`src/rtl/elastic_buffer_pkg.sv`:
```
// Shared defaults for the front-end elastic buffer.
package elastic_buffer_pkg;
  localparam int EB_DEFAULT_W     = 32;
  localparam int EB_DEFAULT_DEPTH = 4;
endpackage

```
`src/rtl/elastic_buffer.sv`:
```
// Valid/ready elastic FIFO between front-end stages with optional zero-latency
// bypass, registered-ready mode, occupancy and almost-full status.
module elastic_buffer
  import elastic_buffer_pkg::*;
#(
  parameter type T          = logic [EB_DEFAULT_W-1:0],
  parameter int  DEPTH      = EB_DEFAULT_DEPTH,
  parameter bit  BYPASS     = 1'b1,
  parameter bit  PIPE_READY = 1'b0,
  parameter int  AF_THRESH  = DEPTH - 1
) (
  input  logic                       clk,
  input  logic                       reset_n,
  input  logic                       mispredict,
  input  logic                       valid_in,
  input  T                           data_in,
  output logic                       ready_in,
  input  logic                       ready_out,
  output logic                       valid_out,
  output T                           data_out,
  output logic [$clog2(DEPTH+1)-1:0] count,
  output logic                       almost_full
);
  localparam int IW = $clog2(DEPTH);
  localparam int PW = IW + 1;
  localparam int CW = $clog2(DEPTH + 1);

  T              mem [DEPTH];
  logic [PW-1:0] head;
  logic [PW-1:0] tail;
  logic          empty;
  logic          full;
  logic          push;
  logic          pop;
  logic          bypass_fire;
  logic          store;
  logic          unload;
  logic [CW-1:0] count_nxt;

  // Pointers carry one extra wrap bit so full and empty are distinguishable.
  assign empty = (head == tail);
  assign full  = (head[IW-1:0] == tail[IW-1:0]) && (head[IW] != tail[IW]);

  always_comb begin
    valid_out = 1'b0;
    data_out  = '0;
    ready_in  = 1'b0;
    if (reset_n && mispredict) begin
      ready_in = 1'b1;
    end else if (reset_n) begin
      ready_in = PIPE_READY ? !full : (!full || ready_out);
      if (!empty) begin
        valid_out = 1'b1;
        data_out  = mem[head[IW-1:0]];
      end else if (BYPASS && valid_in) begin
        valid_out = 1'b1;
        data_out  = data_in;
      end
    end
  end

  assign push        = valid_in && ready_in && !mispredict;
  assign pop         = valid_out && ready_out;
  assign bypass_fire = BYPASS && empty && push && pop;
  assign store       = push && !bypass_fire;
  assign unload      = pop && !empty;
  assign count_nxt   = count + CW'(store) - CW'(unload);

  // When full with PIPE_READY=0, the write lands in the slot the pop frees.
  always_ff @(posedge clk or negedge reset_n) begin
    if (!reset_n) begin
      head        <= '0;
      tail        <= '0;
      count       <= '0;
      almost_full <= 1'b0;
      for (int i = 0; i < DEPTH; i++) begin
        mem[i] <= '0;
      end
    end else if (mispredict) begin
      head        <= '0;
      tail        <= '0;
      count       <= '0;
      almost_full <= (AF_THRESH <= 0);
    end else begin
      if (store) begin
        mem[tail[IW-1:0]] <= data_in;
        tail              <= tail + PW'(1);
      end
      if (unload) begin
        head <= head + PW'(1);
      end
      count       <= count_nxt;
      almost_full <= (int'(count_nxt) >= AF_THRESH);
    end
  end

endmodule

```
`config.mk`:
```
export PLATFORM = sky130hd
export DESIGN_NAME = elastic_buffer
export DESIGN_NICKNAME = d
export VERILOG_FILES = /design/src/rtl/elastic_buffer_pkg.sv /design/src/rtl/elastic_buffer.sv
export SDC_FILE = /design/constraint.sdc
export NUM_CORES = 1
export LEC_CHECK = 0
export CAP_MARGIN = 20
export CORE_MARGIN = 2
export CORE_UTILIZATION = 55
export CTS_CLUSTER_DIAMETER = 150
export DETAILED_ROUTE_END_ITERATION = 16
export PLACE_DENSITY = 0.84
export SKIP_LAST_GASP = 1
export SLEW_MARGIN = 20
export SYNTH_ARGS = -nofsm -noshare
export SYNTH_HDL_FRONTEND = slang
export SYNTH_SLANG_ARGS = --single-unit
export TNS_END_PERCENT = 5
```
`constraint.sdc`:
```
create_clock -name clk -period 7.1 [get_ports clk]
set_clock_uncertainty 0.05 [all_clocks]
set_input_delay 1.42 -clock clk [delete_from_list [all_inputs] [get_ports clk]]
set_output_delay 1.42 -clock clk [all_outputs]
set_load 0.05 [all_outputs]
```
# Word level (Yosys, flattened, before mapping)
# Index checks and enable logic that the tools add are counted.
[word_totals]
in_bits = 37
latchBits = 0
word_cells = 62
rom_bits = 0
ramBits = 0
mem_count = 0
regBits = 138
[classes]
n_shift = 0
n_mul = 0
eq_ne = 3
order_cmp = 4
n_bitwise = 3
n_div = 0
n_reduce_logical = 18
muxes = 22
n_addsub = 4
[op_table]
columns = ["op", "count"]
rows = [
  ["32-bit 2-to-1 mux", 7],
  ["128-bit bitwise mux", 1],
  ["32-bit binary-select mux with 2-bit select", 1],
  ["32-bit demux with 2-bit select", 1],
  ["3-bit 2-to-1 mux", 5],
  ["1-bit logical AND", 10],
  ["1-bit 2-to-1 mux", 7],
  ["3-bit by 1-bit adder with 3-bit output (second input constant)", 2],
  ["3-bit >= comparator (second input constant)", 2],
  ["2-bit inverter with 3-bit output", 2],
  ["1-bit zero test", 4],
  ["2-bit nonzero test", 2],
  ["3-bit by 1-bit adder with 3-bit output", 1],
  ["3-bit equality test", 1],
  ["3-bit by 2-bit >= comparator with 1-bit output (second input constant)", 1],
  ["3-bit by 1-bit < comparator with 1-bit output (second input constant)", 1],
  ["3-bit by 1-bit subtractor with 3-bit output", 1],
  ["2-bit equality test", 1],
  ["2-bit AND reduction", 1],
  ["1-bit logical OR", 1],
  ["1-bit != test", 1],
  ["1-bit inverter", 1],
]

# Longest topological paths before layout
[logic_depth]
word_depth = 16
ltp_mapped = 13
ltp_nobuf = 11

# Worst setup path before layout
# Ideal clock, no wire load.
[synth_path]
kind = "input to output"
startpoint = "in valid_in"
endpoint = "out data_out[28] (netlist bit)"
path_stages = 5
slack_ps = 2501
arrival_ps = 3129
path_cell_list = "clkbuf_1 clkbuf_1 nand2_1 or4_1 a21oi_1"
[synth_lines]
columns = ["item", "line_no", "rtl"]
rows = [
  ["from (decl)", "elastic_buffer.sv:15", "input logic valid_in,"],
  ["to (decl)", "elastic_buffer.sv:20", "output T data_out,"],
]

==> reports/qor.csv <==
metric,value,unit
die_w,121,microns
drv_cap,0,
portBuffers,74,
min_period,5.54,ns
area_growth,16.3,%
hpwlAfterDp,11.4,mm
worst_hold_path_type,flop to flop,
critPathLaunchType,input pin,
cts.sinks,138,
syn_area,7580,sq um
ys_warn_count,0,
cts_tree,built,
grt_pass1_wl,33.0,mm
grt_pass1_vias,6249,
slew_headroom,0.342,
cts_setup_buffers,0,
synth-edff-count,0,
synthArstFlopShare,1.00,
cts_buffers,17,
combPwrFrac,0.216,
syn_area_per_cell,10.9,sq um
hold_buffers,0,
row_count,42,
yosysSeqAreaShare,0.456,
initial_core_util,0.568,
n_fill_cell,964,
n_antenna_cell,0,
sw_frac_of_total,0.283,
tightestPinTransition,0.986,ns
status,"complete, no violations",
clk_pin_slew_worst_paths,0.05,ns
arrival,4.07,ns
crit_path_end,data_out[9],
antenna_found_initial,1,
ir_worst_vdd,0.166,mV
ys_ff_latch,138,
clockPowerShare,0.349,
r2r-end,tail[1]$_DFFE_PN0P_,
p_leak,3.51,nW
via_per_inst,6.72,
reg2reg_depth,6,
cts.path.max_buffers,2,
crit_type,input pin to output port,
cp_max_fo,19,
hold_slack,0.435,ns
synth_cells,695,
antenna_left,0,
critPathRequiredTime,5.63,ns
r2r-start,tail[0]$_DFFE_PN0P_,
rsz0062_at_grt,no,
grt-ovfl-total,0,
drc_errors,0,
tns,0,ns
p_seq_frac,0.435,
yosysTopAreaCellShare,0.456,
track_usage,0.292,
ioPinCount,75,
wirelength,20.2,mm
synth_cell_types,37,
synthFlopType,dfrtp_1,
die_y,121,microns
wl_per_cell,22.2,microns
cts_resized,0,
drv_slew,0,
root_buffer,clkbuf_16,
p_switching,0.645,mW
power.density,259,nW/um^2
syn_nets,740,
grt_max_degree,95,
cts_htree_levels,4,
dr_total_vias,6138,
final_cell_mix,"nand2_1 (162), dfrtp_1 (137), o2bb2ai_1 (128)",
yosys.area.top_type,dfrtp_1,
clock.fmax,181,MHz
intPower,1.64,mW
first_pass_iters,5,
startpoint,mispredict,
final_common_cell,nand2_1,
drt_iter0_drc,655,
finalHoldViolations,0,
clock_latency,0.42,ns
endpoint_kind,output port,
core_region_area,13300,sq um
r2r_slack,3.83,ns
drive_gt1_frac,0.123,
synth.area.top_cells,"dfrtp_1 (46%), o2bb2ai_1 (15%), mux4_2 (9.5%), nand2_1 (8.0%), or4_1 (3.3%)",
gp_congestion,0.800,
die_area,14700,sq um
setup_viol,0,
fin_crit_sh,0.780,
nNetsFinal,770,
==> flip-flops by register name (all words and copies together) (netlist names) <==
register     flops
count            3
tail             3
head             3
mem            128
almost_full      1
==> kinds of logic (layout without fill, tap and decap cells) <==
group | count (synthesis) | count (layout) | share of synthesized area
DFF | 138 | 138 | 0.456
and+or+nand+nor | 216 | 216 | 0.129
muxes | 37 | 37 | 0.102
buffers and inverters | 84 | 126 | 0.0569
AOI/OAI and AO/OA | 204 | 204 | 0.224
adders and majority gates | 8 | 8 | 0.0142
xor gates and xnor gates | 8 | 8 | 0.0180
==> power groups by stage <==
stage	clock, mW	combinational, mW	sequential, mW
after CTS	0.805	0.487	0.991
after floorplan	0	0.357	0.984
final	0.797	0.493	0.994
after global placement	0	0.469	0.990
after detailed placement	0	0.485	0.999
after global routing	0.844	0.532	1.01
==> critical path, stage by stage <==
cell,delay (ns)
clkdlybuf4s50_1,0.69
nand2b_1,0.56
buf_4,0.38
a21oi_1,0.17
clkdlybuf4s50_1,0.83
==> metal layers <==
layer	global-route usage	vias up	part of all wire
met3	0.0733	44	0.082
li1	-	2671	-
met4	0.103	2	0.021
met5	0	-	0.00054
met2	0.475	319	0.49
met1	0.385	3102	0.40
==> stage by stage <==
| stage | instance area, sq um | total power [mW] | std cells | util | setup slack, ns |
|---|---|---|---|---|---|
| floorplan | 7580 | 1.34 | 695 | - | 2.50 |
| global placement | 8270 | 1.46 | 881 | 0.620 | 1.71 |
| detailed placement | 8270 | 1.48 | 881 | 0.620 | 1.59 |
| CTS | 8790 | 2.28 | 912 | 0.659 | 1.58 |
| global route | 8820 | 2.38 | 913 | 0.661 | 1.43 |
| finish | 8820 | 2.28 | 913 | 0.661 | 1.56 |
==> Yosys cell counts, drive strengths merged, types with 2 or more instances <==
cell     count
a21oi       33
mux2         3
xnor2        3
nor2         5
buf         46
o2bb2ai    128
xnor3        2
nand2b       5
o311ai       4
ha           7
clkbuf      34
xor2         3
dfrtp      138
o31ai       33
or4         33
nand2      162
a31oi        2
nor2b        4
mux4        32
mux2i        2
nand3        3
inv          4
==> layout make-up <==
class	count	area (sq um)	area share
Clock buffer	22	444	0.0504
Multi-Input combinational cell	473	3720	0.422
Clock inverter	9	76.3	0.00865
Sequential cell	138	3450	0.392
Timing Repair Buffer	91	890	0.101
Inverter	4	15.0	0.00170
Tap cell	176	220	0.0250
==> worst min-delay path by stage <==
| stage | from | end | depth (start not counted) |
|---|---|---|---|
| global route | mem[52]$_DFFE_PN0P_ | mem[52]$_DFFE_PN0P_ | 1 |
| finish | mem[34]$_DFFE_PN0P_ | mem[34]$_DFFE_PN0P_ | 1 |
| floorplan | mem[32]$_DFFE_PN0P_ | mem[32]$_DFFE_PN0P_ | 1 |
| detailed placement | mem[40]$_DFFE_PN0P_ | mem[40]$_DFFE_PN0P_ | 1 |
| global placement | mem[19]$_DFFE_PN0P_ | mem[19]$_DFFE_PN0P_ | 1 |
| CTS | mem[52]$_DFFE_PN0P_ | mem[52]$_DFFE_PN0P_ | 1 |
(Power assumes the default switching activity.)
